`config.mk`:
```
export PLATFORM = sky130hd
export DESIGN_NAME = dyn_bank_allocator
export DESIGN_NICKNAME = d
export VERILOG_FILES = /design/src/rtl/dyn_bank_allocator_pkg.sv /design/src/rtl/dyn_bank_allocator_counter.sv /design/src/rtl/dyn_bank_allocator.sv
export SDC_FILE = /design/constraint.sdc
export NUM_CORES = 1
export LEC_CHECK = 0
export ABC_AREA = 1
export CAP_MARGIN = 5
export CORE_UTILIZATION = 45
export DETAILED_ROUTE_END_ITERATION = 10
export HOLD_SLACK_MARGIN = 0.12
export PLACE_DENSITY = 0.79
export REMOVE_ABC_BUFFERS = 1
export SKIP_CTS_REPAIR_TIMING = 1
export SYNTH_ARGS = -nofsm -noshare
export SYNTH_HDL_FRONTEND = slang
export SYNTH_SLANG_ARGS = --single-unit
```
`constraint.sdc`:
```
create_clock -name clk -period 9.6 [get_ports clk]
set_clock_uncertainty 0.15 [all_clocks]
set_input_delay 1.44 -clock clk [delete_from_list [all_inputs] [get_ports clk]]
set_output_delay 1.44 -clock clk [all_outputs]
set_load 0.03 [all_outputs]
```
`src/rtl/dyn_bank_allocator_pkg.sv`:
```
// Shared definitions for the dynamic shared-VC bank allocator.
//   bank_state_e : ownership FSM encoding (ENABLE / DRAIN / SWITCH).
//   onehot()     : index -> one-hot vector (caller truncates to port count).
//   rr_first_set : first set request bit in round-robin order from a start index.
package dyn_bank_allocator_pkg;

  // Upper bound on router ports that the helpers handle; indices use 5 bits.
  localparam int MAX_PORTS = 32;

  typedef enum logic [1:0] {
    ST_ENABLE = 2'b01,
    ST_DRAIN  = 2'b10,
    ST_SWITCH = 2'b11
  } bank_state_e;

  function automatic logic [MAX_PORTS-1:0] onehot(input int idx);
    logic [MAX_PORTS-1:0] vec;
    vec = '0;
    vec[idx[4:0]] = 1'b1;
    return vec;
  endfunction

  // Scans start, start+1, ... (mod n). Walking k downwards lets the lowest
  // offset overwrite the result, so the first hit in rotation order wins.
  // Returns start when nothing is set; callers qualify with |req.
  function automatic int rr_first_set(input logic [MAX_PORTS-1:0] req,
                                      input int start, input int n);
    int idx;
    int sel;
    sel = start;
    for (int k = MAX_PORTS - 1; k >= 0; k--) begin
      idx = start + k;
      if (idx >= n) idx = idx - n;
      if (k < n && req[idx[4:0]]) sel = idx;
    end
    return sel;
  endfunction

endpackage

```
`src/rtl/dyn_bank_allocator_counter.sv`:
```
// bank_congestion_counter: saturating run-length counter for one input port.
//   clk, reset : clock, asynchronous active-low reset.
//   busy       : the port's private slice of this bank is fully allocated.
//   enable     : counting permitted (allocator FSM in ENABLE).
//   congested  : counter sits at its maximum value.
// Any cycle without busy && enable clears the count: no partial credit.
module bank_congestion_counter #(
  parameter int width = 4
) (
  input  logic clk,
  input  logic reset,
  input  logic busy,
  input  logic enable,
  output logic congested
);

  logic [width-1:0] count;

  always_ff @(posedge clk or negedge reset) begin
    if (!reset) begin
      count <= '0;
    end else if (busy && enable) begin
      if (count != '1) count <= count + 1'b1;
    end else begin
      count <= '0;
    end
  end

  assign congested = (count == '1);

endmodule

```
`src/rtl/dyn_bank_allocator.sv`:
```
// dyn_bank_allocator: ownership controller for one shared-VC bank.
// Grants one input port the right to allocate this bank's shared VCs, moves
// the grant to congested ports (round-robin), drains the bank before each
// move, and returns the bank to its home port once congestion has cleared.
// Ports:
//   clk, reset              : clock, asynchronous active-low reset.
//   allocated_ip_ivc        : private VC busy flags, port-major.
//   allocated_ip_shared_ivc : shared VC busy flags, port-major.
//   shared_ivc_empty        : this bank's shared VC buffers are empty.
//   memory_bank_grant_out   : one-hot owner of this bank.
//   ready_for_allocation    : VC allocator may allocate this bank's shared VCs.
//   switch_pulse            : one-cycle strobe on the cycle the grant changes.
//   state_dbg               : current FSM state encoding.
// Handshake: ready_for_allocation is a level, high exactly while the FSM is in
// ENABLE. It drops on the edge that enters DRAIN; the VC allocator must start
// no new allocation in this bank while it is low, and may resume on the cycle
// it returns high, which is the same cycle the new grant becomes visible.
module dyn_bank_allocator
  import dyn_bank_allocator_pkg::*;
#(
  parameter int num_ports     = 5,
  parameter int num_vcs       = 10,
  parameter int num_banks     = 5,   // must divide num_vcs exactly
  parameter int bank_id       = 0,
  parameter int counter_width = 4,
  parameter int hold_cycles   = 8,
  parameter int release_width = 4
) (
  input  logic                         clk,
  input  logic                         reset,
  input  logic [num_ports*num_vcs-1:0] allocated_ip_ivc,
  input  logic [num_ports*num_vcs-1:0] allocated_ip_shared_ivc,
  input  logic [num_vcs/num_banks-1:0] shared_ivc_empty,
  output logic [num_ports-1:0]         memory_bank_grant_out,
  output logic                         ready_for_allocation,
  output logic                         switch_pulse,
  output logic [1:0]                   state_dbg
);

  localparam int vcs_per_bank = num_vcs / num_banks;
  localparam int home         = bank_id % num_ports;
  localparam int pw           = (num_ports > 1) ? $clog2(num_ports) : 1;
  localparam int hw           = (hold_cycles > 0) ? $clog2(hold_cycles + 1) : 1;
  localparam logic [pw-1:0] home_idx = pw'(home);
  localparam logic [pw-1:0] rr_init  = pw'((home + 1) % num_ports);
  localparam logic [pw-1:0] last_idx = pw'(num_ports - 1);

  bank_state_e state, next_state;

  logic [pw-1:0]            owner, next_owner, rr_ptr, target, rr_sel;
  logic [hw-1:0]            hold_cnt;
  logic [release_width-1:0] release_cnt;
  logic [num_ports-1:0]     busy, shared_busy, congested;
  logic                     drained, any_congested;
  logic                     unused_bits;

  // Only this bank's slices are consumed; the rest of the flag vectors
  // belong to other bank instances.
  assign unused_bits = ^{allocated_ip_ivc, allocated_ip_shared_ivc};

  for (genvar p = 0; p < num_ports; p++) begin : g_port
    localparam int base = p * num_vcs + bank_id * vcs_per_bank;
    assign busy[p]        = &allocated_ip_ivc[base +: vcs_per_bank];
    assign shared_busy[p] = |allocated_ip_shared_ivc[base +: vcs_per_bank];

    bank_congestion_counter #(.width(counter_width)) u_cnt (
      .clk       (clk),
      .reset     (reset),
      .busy      (busy[p]),
      .enable    (state == ST_ENABLE),
      .congested (congested[p])
    );
  end

  assign any_congested = |congested;
  // The grant register is one-hot of owner, so masking avoids a variable index.
  assign drained = (&shared_ivc_empty) && !(|(shared_busy & memory_bank_grant_out));

  always_comb begin
    rr_sel = pw'(rr_first_set(MAX_PORTS'(congested), int'(rr_ptr), num_ports));
    target = owner;
    if (any_congested) begin
      target = rr_sel;
    end else if (release_cnt == '1 && owner != home_idx) begin
      target = home_idx;
    end
  end

  always_comb begin
    next_state = state;
    case (state)
      ST_ENABLE: if (target != owner && hold_cnt == '0) next_state = ST_DRAIN;
      ST_DRAIN:  if (drained) next_state = ST_SWITCH;
      ST_SWITCH: next_state = ST_ENABLE;
      default:   next_state = ST_ENABLE;
    endcase
  end

  always_ff @(posedge clk or negedge reset) begin
    if (!reset) state <= ST_ENABLE;
    else        state <= next_state;
  end

  always_ff @(posedge clk or negedge reset) begin
    if (!reset) begin
      owner                 <= home_idx;
      next_owner            <= home_idx;
      memory_bank_grant_out <= num_ports'(onehot(home));
      rr_ptr                <= rr_init;
      hold_cnt              <= '0;
      release_cnt           <= '0;
      switch_pulse          <= 1'b0;
    end else begin
      switch_pulse <= 1'b0;
      case (state)
        ST_ENABLE, ST_DRAIN: begin
          if (state == ST_ENABLE) begin
            if (hold_cnt != '0) hold_cnt <= hold_cnt - 1'b1;
            // next_owner is captured only on the ENABLE->DRAIN edge.
            if (next_state == ST_DRAIN) next_owner <= target;
          end
          if (!any_congested && owner != home_idx) begin
            if (release_cnt != '1) release_cnt <= release_cnt + 1'b1;
          end else begin
            release_cnt <= '0;
          end
        end
        ST_SWITCH: begin
          owner                 <= next_owner;
          memory_bank_grant_out <= num_ports'(onehot(int'(next_owner)));
          rr_ptr                <= (next_owner == last_idx) ? '0 : next_owner + 1'b1;
          hold_cnt              <= hw'(hold_cycles);
          release_cnt           <= '0;
          switch_pulse          <= 1'b1;
        end
        default: begin
          owner                 <= home_idx;
          next_owner            <= home_idx;
          memory_bank_grant_out <= num_ports'(onehot(home));
          rr_ptr                <= rr_init;
          hold_cnt              <= '0;
          release_cnt           <= '0;
          switch_pulse          <= 1'b0;
        end
      endcase
    end
  end

  assign ready_for_allocation = (state == ST_ENABLE);
  assign state_dbg            = state;

endmodule

```
Yosys cells after proc, flatten, opt, wreduce, memory -nomap -nowiden --
Index checks and enable logic that the tools add are counted.
Storage, ports and cells: flip-flop bits (word level) 45, input port bits 104, word-level logic and storage cells 153
Operators by class: add/sub/neg operators 17, order comparisons 12, eq/ne operators 27, muxes and demuxes 51, bitwise logic cells 2, reduce and logical (&&, ||, !) cells 31
Operators with widths (count):
- $mux 4 | 15
- $lt 5x6->1 const B | 5
- $mux 3 | 10
- $bmux 1 s5 | 5
- $mux 5 | 5
- $add 4x1->4 const B | 6
- $eq 4x4->1 const B | 6
- $ne 4x4->1 const B | 6
- $sub 4x3->5 const B | 4
- $pmux 3 s2 | 3
- $ge 4x3->1 const B | 4
- $ne 2x2->1 const B | 7
- $reduce_and 2->1 | 7
- $reduce_or 2->1 | 6
- $logic_and 1x1->1 | 10
- $pmux 5 s2 | 1
- $reduce_or 5->1 | 2
- $add 3x2->4 const B | 2
- $pmux 4 s2 | 1
- $mux 1 | 7
- $eq 2x2->1 const B | 3
- $lt 3x6->1 const B | 1
- $and 5x5->5 | 1
- $add 3x1->4 const B | 1
- other kinds (20) | 22

Logic depth before layout (Yosys ltp) --
Gate-level depths: netlist (run 1).
word-level depth 19, depth in mapped cells 33, depth with buffers taken out 31

Modules after synthesis --
From an unflattened synthesis (run 1), not the netlist that was laid out.
Unflattened totals: cell total of the unflattened synthesis 547, area, all modules 3764.9 um^2
By module, submodules not included:
- dyn_bank_allocator | times used 1, cells an instance 407, area an instance 2676.3 um^2, seq. area each 629.4 um^2
- bank_congestion_counter | times used 5, cells an instance 28, area an instance 217.7 um^2, seq. area each 100.1 um^2

Worst setup path after synthesis (run 1) --
Ideal clock, no wire load.
path kind flip-flop to flip-flop, start register rr_ptr[0], end register next_owner[2], arrival time 3.000 ns, data required time 9.333 ns, setup slack 6.334 ns, cell stages (with the launch flop) 26, buffers on the path 1, period minus slack after synthesis 3.266 ns, path through dfstp_2 > inv_2 > buf_6 > ha_1 > fa_1 > nand2_2 > nand2_1 > nand2_2 > nand3_1 > nand3_2 > nand3_2 > or2_0 > nand2_1 > nand2_1 > nand2_1 > nand2_2 > nand2_1 > nand2_1 > nand3_1 > nand2_1 > a21oi_1 > nand2_1 > nand2_2 > nand2_2 > nand2_1 > nand2_1
On the way: cells in the longest elaborated chain, start to end 18, elaborated cells on any way between the ends 45, those cells by class add/sub: 9; order compare: 5; eq/ne: 3; mux: 26; reduce/logical: 2
Ends and longest elaborated chain:
- start: declaration | RTL line dyn_bank_allocator.sv:50 | logic [pw-1:0] owner, next_owner, rr_ptr, target, rr_sel;
- start signal: assignment | RTL line dyn_bank_allocator.sv:109 | rr_ptr <= rr_init;
- start signal: assignment | RTL line dyn_bank_allocator.sv:131 | rr_ptr <= (next_owner == last_idx) ? '0 : next_owner + 1'b1;
- start signal: assignment | RTL line dyn_bank_allocator.sv:140 | rr_ptr <= rr_init;
- $add 3x3->4 | RTL line dyn_bank_allocator_pkg.sv:32 | idx = start + k;
- $sub 4x3->5 / $ge 4x3->1 (equally long branches) | RTL line dyn_bank_allocator_pkg.sv:33 | if (idx >= n) idx = idx - n;
- $mux 5 | RTL line dyn_bank_allocator_pkg.sv:33
- $bmux 1 s5 | RTL line dyn_bank_allocator_pkg.sv:34 | if (k < n && req[idx[4:0]]) sel = idx;
- $mux 1 (not written as such) | RTL line dyn_bank_allocator_pkg.sv:34
- $mux 3 (4 in series) | RTL line dyn_bank_allocator_pkg.sv:34
- $mux 3 (*) | RTL line dyn_bank_allocator_pkg.sv:34
- $mux 3 (*) | RTL line dyn_bank_allocator.sv:82 | if (any_congested) begin
- $ne 3x3->1 | RTL line dyn_bank_allocator.sv:92 | ST_ENABLE: if (target != owner && hold_cnt == '0) next_state = ST_DRAIN;
- $logic_and 1x1->1 | RTL line dyn_bank_allocator.sv:92
- $mux 2 | RTL line dyn_bank_allocator.sv:92
- $pmux 2 s2 | RTL line dyn_bank_allocator.sv:91 | case (state)
- $eq 2x2->1 | RTL line dyn_bank_allocator.sv:120 | if (next_state == ST_DRAIN) next_owner <= target;
- $ne 2x2->1 (no line)
- $reduce_and 3->1 (no line)
- end signal: assignment | RTL line dyn_bank_allocator.sv:107 | next_owner <= home_idx;
- end signal: assignment | RTL line dyn_bank_allocator.sv:120
- end signal: assignment | RTL line dyn_bank_allocator.sv:138 | next_owner <= home_idx;
- end: declaration | RTL line dyn_bank_allocator.sv:50
Mark *: on every way between the ends. The rest lies on a longest branch, timed or not. The select of a mux whose other input is x is not followed. A chain may end at the register's enable or synchronous reset.

Worst setup path after layout (run 1) --
start register rr_ptr[0], end register next_owner[1]
Same word-level chain as after synthesis.

==> results of run 1 <==
## layout make-up
class                      instances  area [um2]
tap                              102         128
multi-input combinational        385        2210
timing repair buffer              32         315
sequential                        45        1130
clock inverter                     2        38.8
clock buffer                       6        72.6
fill                             772        3620
inverter                          66         253
## per-stage QoR
step                cells  setup slack [ps]
finish                638              5730
global route          638              5330
CTS                   638              5740
detailed placement    630              5770
global placement      630              5820
floorplan             496              6260
## cell usage after synthesis (all sizes together), types with 4 or more instances
library cell,number,area [um2]
ha,28,350
o21ai,27,135
xnor2,5,43.8
xor2,4,35.0
nand4,6,37.5
a21oi,26,156
nor2,34,145
nand3,60,378
o22ai,5,31.3
inv,66,253
dfrtp,42,1050
buf,5,46.3
nand2,164,688
## worst register-to-register path, cell delays in order, from the launching register on
cell     delay (ps)
dfstp_2         770
inv_2           220
ha_1            260
fa_1            450
nand3_1         180
nand2_2          90
nand2_1          60
nand3_1          80
nand3_2         110
nand3_2         100
or2_0           220
nand2_1          80
nand2_1          60
nand2_1          70
nand2_2          60
nand2_1          50
nand2_1          50
nand3_1          80
nand2_1          70
a21oi_1         190
nand2_1          90
nand2_2          90
nand2_2          70
nand2_1          70
nand2_1          50
## sequential cells by signal, indices dropped and copies added, names as in the netlist
name / cells
next_owner: 3
hold_cnt: 4
memory_bank_grant_out: 5
state_dbg: 2
switch_pulse: 1
g_port.u_cnt.count: 20
owner: 3
rr_ptr: 3
release_cnt: 4
## final timing paths
check | depth (start not counted) | to | from | slack, ps
min in group asynchronous | 1 | release_cnt[2]$_DFFE_PN0P_ | reset | 1140
hold reg to reg | 1 | hold_cnt[0]$_DFFE_PN0P_ | hold_cnt[0]$_DFFE_PN0P_ | 330
setup / recovery | 24 | next_owner[1]$_DFFE_PN0P_ | rr_ptr[0]$_DFFE_PN1P_ | 5730
setup reg to reg | 24 | next_owner[1]$_DFFE_PN0P_ | rr_ptr[0]$_DFFE_PN1P_ | 5730
max in group asynchronous | 1 | g_port[2].u_cnt.count[0]$_DFFE_PN0P_ | reset | 7530
hold / removal | 1 | hold_cnt[0]$_DFFE_PN0P_ | hold_cnt[0]$_DFFE_PN0P_ | 330
## power by group
| part | internal (mW) | leakage, nW | switching [mW] |
|---|---|---|---|
| registers | 0.200 | 0.610 | 0.0100 |
| clock network | 0.0782 | 0.0554 | 0.0678 |
| logic | 0.0177 | 1.46 | 0.0162 |
## per-layer routing
metal / wire length, um / global-route usage
met1: 3740 / 0.251
met2: 3960 / 0.360
met3: 242 / 0.0332
met4: 132 / 0.0716
met5: 0 / 0
## cells by family (layout without fill, tap and decap cells)
| family | count (synthesis) | count (layout) | synth area share |
|---|---|---|---|
| and+or+nand+nor | 274 | 274 | 0.360 |
| buffers and inverters | 73 | 106 | 0.0841 |
| AOI/OAI and AO/OA | 72 | 72 | 0.120 |
| DFF | 45 | 45 | 0.310 |
| adders and majority gates | 29 | 29 | 0.102 |
| xor gates and xnor gates | 9 | 9 | 0.0216 |
| muxes | 1 | 1 | 0.00275 |
==> results.md, run 1 <==
CTS:
- The clock latency reported for the late side of the worst-skew pair is 300 ps.
- TritonCTS built the clock tree.
- The number of buffers added by the clock tree synthesis step is 5.
- No sink is reached through more buffers than the 2 on the longest clock path.
- The buffer cell driving the clock tree root is clkbuf_8.
- CTS saw 45 sinks.
- After clock tree synthesis, the clock-pin slew on the worst setup and hold paths is 90 ps.
- The number of levels the H-tree was split into is 2.

Worst setup path:
- The cell family contributing the most delay on the critical path is simple AND/OR/NAND/NOR gates.
- STA puts the critical path data required time at 9650 ps.
- The critical path launch point type is a flip-flop.
- The worst setup path is captured at a flip-flop.
- In this design, the stage delay of the slowest critical-path cell is 770 ps.
- The maximum fanout count along the critical path is 16.
- The master of the slowest instance on the critical path is dfstp_2.
- Traced cell by cell, the critical path runs through inv_2 > ha_1 > fa_1 > nand3_1 > nand2_2 > nand2_1 > nand3_1 > nand3_2 > nand3_2 > or2_0 > nand2_1 > nand2_1 > nand2_1 > nand2_2 > nand2_1 > nand2_1 > nand3_1 > nand2_1 > a21oi_1 > nand2_1 > nand2_2 > nand2_2 > nand2_1 > nand2_1.
- Data arrives at the worst endpoint at 3920 ps.
- The setup path with the least slack is of type flip-flop to flip-flop.
- The buffering stage count on the worst path with inverters included is 1.
- The library cell appearing most often on the critical path is nand2_1.

Layout:
- The top cell types in the final layout, fill and taps aside, are 141 x nand2_1, 51 x inv_1, 49 x nand3_1.
- The number of antenna diodes in the final layout is 0.
- The fraction of layout instances using a drive strength above 1 is 0.127.
- The area growth from synthesis to layout is 13.7%.
- The library cell used most frequently in the layout, excluding fill and tap cells, is nand2_1.
- The finished cells cover 4150 um2.
- In the final design database the tool counted 668 nets.
- Once layout is complete, the utilization of the core stands at 0.534.

Power and ir drop:
- The ratio of total power to cell area is 94.0 nW/um2.
- The leakage power figure is 2.12 nW.
- The overall power is 390 uW.
- The peak ir drop on the vdd network is 0.0893 mV.

Die:
- The die covers 8460 um2.
- The die is 92.0 um tall.
- The total core area is 7770 um2.
- 113 I/O pins were placed.
- Row generation in the floorplan step produced 32 rows.
- For this configuration, the core starts out at a cell density of 0.469.
- From left edge to right edge, the die measures 92.0 um.

Global routing:
- Across every metal layer, demand over resource in global routing totals 0.204.
- For this run the aggregate overflow at the end of global routing stands at 0.
- The largest net degree at the start of global routing is 46.
- The global-route wire length before repair is 14.3 mm.
- The number of antenna violations at the first check in global routing is 0.
- The number of global-route vias before repair is 3358.

STA:
- At the pin with the least slew margin, the transition time is 998 ps.
- The setup TNS is 0 ps.
- The final number of hold-violating endpoints is 0.
- The total setup violations reported at the end of the flow is 0.
- The max-slew violation count was 0.
- The post-route minimum period is 3870 ps.
- The tightest hold path in the finished design has a slack of 326 ps.
- The final cycle utilization of the critical path is 0.403.
- The remaining max-slew budget at the tightest pin is 0.335.
- Timing would allow up to 258 MHz.
- Setup repair after global routing left no endpoint under its margin.

Synth:
- The number of synthesized flops with an enable pin is 0.
- In this run, distinct cell masters in the synthesized netlist total 46.
- In this run the cell area of the synthesized design comes to 3640 um2.
- The sequential element share of the synthesized area is 0.310.
- Of all flip-flops after synthesis, the portion carrying an async set or reset was 1.00.
- For this run, the leading register cell type out of synthesis is dfrtp_1.
- The synthesized instance count is 503.
- The average instance area after synthesis is 7.25 um2.
- For this run, the number of Yosys warnings is 0.
- The number of synthesized register bits is 45.

Outcome:
- The flow ran to the end, and the final reports show no timing, DRC or antenna violations.

Drt:
- The via count of the routed design is 3388.
- The first TritonRoute pass finished after 4 iterations.
- The count of routing violations after the opening detailed-route iteration is 165.
- In the final routed layout, each cell accounts on average for 12.7 um.
- The detailed-route vias per instance is 5.31.
- The detail route stage leaves a number of antenna-violating nets equal to 0.
- The total length of routed wires is 8.08 mm.
- The number of DRC violations after detailed routing is 0.

Place:
- The count of buffers added on input and output ports is 32.
- In this run the cell area measured after placement is 4030 um2.
- Detailed placement finished with a half-perimeter wire length of 6.17 mm.
- The final estimated routing congestion in global placement is 0.889.

Flow run:
- The tool flagged a number of max-cap violations equal to 0.

Hold path:
- The worst hold path class is flip-flop to flip-flop.
No activity file was read; power rests on OpenSTA's default activity.
==> inputs of run 2 (changes only) <==
==> constraint.sdc (replaced) <==
create_clock -name clk -period 3.74 [get_ports clk]
set_clock_uncertainty 0.15 [all_clocks]
set_input_delay 0.561 -clock clk [delete_from_list [all_inputs] [get_ports clk]]
set_output_delay 0.561 -clock clk [all_outputs]
set_load 0.03 [all_outputs]
==> run 2 against run 1 <==
Compared with the run above:
- core utilization increased by 1.5 points
- clock power rose by 120%
- cell count increased by 1.4%
- via count rose by 1.0%
- sequential share of layout area fell by 0.75 points
- clock-buffer cell count did not move
- global-route usage decreased by 0.55 points
- sequential power rose to 2.6 times the previous value
- highest routed layer unchanged
- routed wire length down 0.72%
- non-clock buffer count increased by 9
- cell area is 2.8% higher
- first-iteration DRC count decreased by 5.5%
==> results.md, run 2 (synthesized netlist as in run 1, its figures left out) <==
CTS:
- The clock latency reported for the late side of the worst-skew pair is 300 ps (about the same).
- The number of sinks driven by the clock tree is 45 (unchanged).
- The clock transition time at the flip-flop clock pins of the worst setup and hold paths is 90 ps (about the same).
- The buffer cell driving the clock tree root is clkbuf_8.
- The number of buffers added by the clock tree synthesis step was 5 (unchanged).
- The worst-case clock buffer depth is 2 (unchanged).
- The number of levels the H-tree was split into came to 2 (unchanged).
- The CTS tree is yes.

Worst setup path:
- The critical path launch point type is a flip-flop.
- The maximum fanout count along the critical path was 4 (-12).
- The sort of element at the end of the critical path is a flip-flop.
- For this design, the slowest cell found on the critical path is dfstp_2.
- The cell type group with the largest total delay on the critical path is simple AND/OR/NAND/NOR gates.
- The critical path class is flip-flop to flip-flop.
- The data required time at the worst endpoint is 3790 ps (-5860 ps).
- The data arrival time of the critical path came to 3460 ps (-460 ps).
- The launching point of the worst reg2reg path is rr_ptr[0]$_DFFE_PN1P_.
- The destination of the worst register-to-register timing path is next_owner[0]$_DFFE_PN0P_.
- The buffering stage count on the worst path with inverters included is 4 (+3).
- The delay contributed by the slowest stage of the critical path is 550 ps (-220 ps).
- The worst reg-to-reg path cell count is 25 (+4.2%).
- In this design, the critical path's most frequently occurring cell is nand2_1.
- The minimum setup slack among reg-to-reg paths is 330 ps (-5400 ps).

Drt:
- The count of routing violations after the opening detailed-route iteration is 156 (-5.5%).
- The first-pass iteration count of the detailed router was 4 (unchanged).
- The via count of the routed design was 3422 (+1.0%).
- The total length of routed wires is 8.02 mm (-0.72%).
- The remaining number of nets flagged by the antenna check after routing was 0 (unchanged).
- The detailed-route vias per instance is 5.29 (-0.40%).
- The number of DRC violations after detailed routing is 0 (unchanged).
- The detail-routed net length per standard cell is 12.4 um (-2.1%).

STA:
- The final cycle utilization of the critical path is 0.911 (+0.508).
- The minimum hold slack is 263 ps (-63.7 ps).
- The max-slew violation count is 0 (unchanged).
- The post-route minimum period is 3410 ps (-464 ps).
- The total setup violations reported at the end of the flow is 0 (unchanged).
- The highest attainable clock frequency is 293 MHz (+14%).
- Setup repair after global routing left no endpoint under its margin.
- The setup TNS is 0 ps (unchanged).
- The remaining max-slew budget at the tightest pin came to 0.342 (+0.00708).
- The measured slew at the worst slew-check pin was 987 ps (-10.6 ps).
- The final number of hold-violating endpoints is 0 (unchanged).

Layout:
- The area growth from synthesis to layout is 17.0%.
- The register bank with the most flops is g_port.u_cnt.count.
- The number of antenna cells inserted was 0 (unchanged).
- The total number of nets in the final design is 677 (+1.3%).
- In the final layout, the registers with the most flip-flops are g_port.u_cnt.count x20, memory_bank_grant_out x5.
- Leaving out fill and tap cells, the most frequent cell in the layout is nand2_1.
- The flip-flop count of the largest register, all copies and words added is 20 (unchanged).
- The fraction of layout instances using a drive strength above 1 came to 0.165 (+0.0383).
- Leaving out fill and tap cells, the most frequent cells in the layout are 140 x nand2_1, 50 x inv_1, 47 x nand3_1.
- The fill cell instance count of the final layout is 725 (-6.1%).

Power and ir drop:
- The ratio of total power to cell area is 221 nW/um2 (+140%).
- The net switching component of the power came to 234 uW (+150%).
- The leakage power figure is 2.16 nW (+1.8%).
- The internal power was 708 uW (+140%).
- The switching part of the total is 0.248 (+0.00678).
- The peak ir drop on the vdd network is 0.233 mV (+160%).
- The fraction of power consumed by the clock network came to 0.338 (-0.037).
- The sequential fraction of design power is 0.570 (+0.032).
- The relative contribution of combinational cells to total power is 0.092 (+0.005).
- The overall power is 942 uW (+140%).

Global routing:
- The number of antenna violations at the first check in global routing was 0 (unchanged).
- The global-route wire length before repair came to 13.8 mm (-3.4%).
- The global-route total usage across every layer is 0.199 (-0.00552).
- The number of global-route vias before repair was 3303 (-1.6%).
- The total global routing overflow is 0 (unchanged).
- The largest net degree at the start of global routing is 46 (unchanged).

Die:
- The horizontal die dimension is 92.0 um (unchanged).
- The floorplan die area came to 8460 um2 (unchanged).
- The number of rows created at floorplan is 32 (unchanged).
- The height of the die came to 92.0 um (unchanged).
- The total core area is 7770 um2 (unchanged).
- The total I/O pin count came to 113 (unchanged).
- The initial core utilization came to 0.469 (unchanged).

Flow run:
- The max-cap violation count is 0 (unchanged).

Outcome:
- The run finished with clean final reports.

Place:
- The final estimated routing congestion in global placement is 0.905 (+1.8%).
- The number of buffer cells added on primary ports is 32 (unchanged).
- The placed wire-length estimate was 6.29 mm (+1.9%).

Hold path:
- The worst hold path class is input pin to asynchronous set/reset pin.
-- run 2: cell types whose count changed in the layout (fill, tap and decap cells not counted), sizes merged --
cell	change
clkinv	+1
buf	+9
bufinv	-1
-- run 2: through the flow --
stage | utilization | worst slack, ps | cell area, um2 | std cells
global placement | 0.526 | 380 | 4090 | 637
floorplan | - | 401 | 3590 | 496
global route | 0.549 | 3.11 | 4260 | 647
CTS | 0.538 | 308 | 4180 | 645
detailed placement | 0.526 | 320 | 4090 | 637
finish | 0.549 | 332 | 4260 | 647
-- run 2: worst max-delay path by stage --
stage | start | endpoint | slack [ps] | cells after the start
2_1_floorplan | rr_ptr[0]$_DFFE_PN1P_ | next_owner[2]$_DFFE_PN0P_ | 400 | 26
3_3_place_gp | rr_ptr[0]$_DFFE_PN1P_ | next_owner[0]$_DFFE_PN0P_ | 380 | 28
3_5_place_dp | rr_ptr[0]$_DFFE_PN1P_ | next_owner[0]$_DFFE_PN0P_ | 320 | 24
4_1_cts | rr_ptr[0]$_DFFE_PN1P_ | next_owner[2]$_DFFE_PN0P_ | 310 | 24
5_1_grt | rr_ptr[0]$_DFFE_PN1P_ | next_owner[0]$_DFFE_PN0P_ | 3 | 29
6_report | rr_ptr[0]$_DFFE_PN1P_ | next_owner[0]$_DFFE_PN0P_ | 330 | 25
-- run 2: area by class of cell --
class | count | area [um2] | area share
clock buffer | 6 | 82.6 | 0.0194
sequential | 45 | 1130 | 0.265
timing repair buffer | 41 | 387 | 0.0907
clock inverter | 2 | 13.8 | 0.00323
tap | 102 | 128 | 0.0299
multi-input combinational | 385 | 2270 | 0.532
inverter | 66 | 253 | 0.0593
-- run 2: routing by layer --
metal | vias to the layer above | GRT usage | wire (um)
li1 | 1727 | - | -
met3 | 16 | 0.0216 | 307
met2 | 69 | 0.357 | 4020
met5 | - | 0 | 0
met4 | 0 | 0.0729 | 165
met1 | 1610 | 0.244 | 3520
-- run 2: power by group through the flow --
stage                     registers [mW]  logic (mW)  clock network [mW]
after global placement             0.544      0.0807                   0
after floorplan                    0.542      0.0436                   0
final                              0.537      0.0867               0.318
after CTS                          0.537      0.0891               0.328
after global routing               0.542       0.100               0.342
after detailed placement           0.547      0.0890                   0
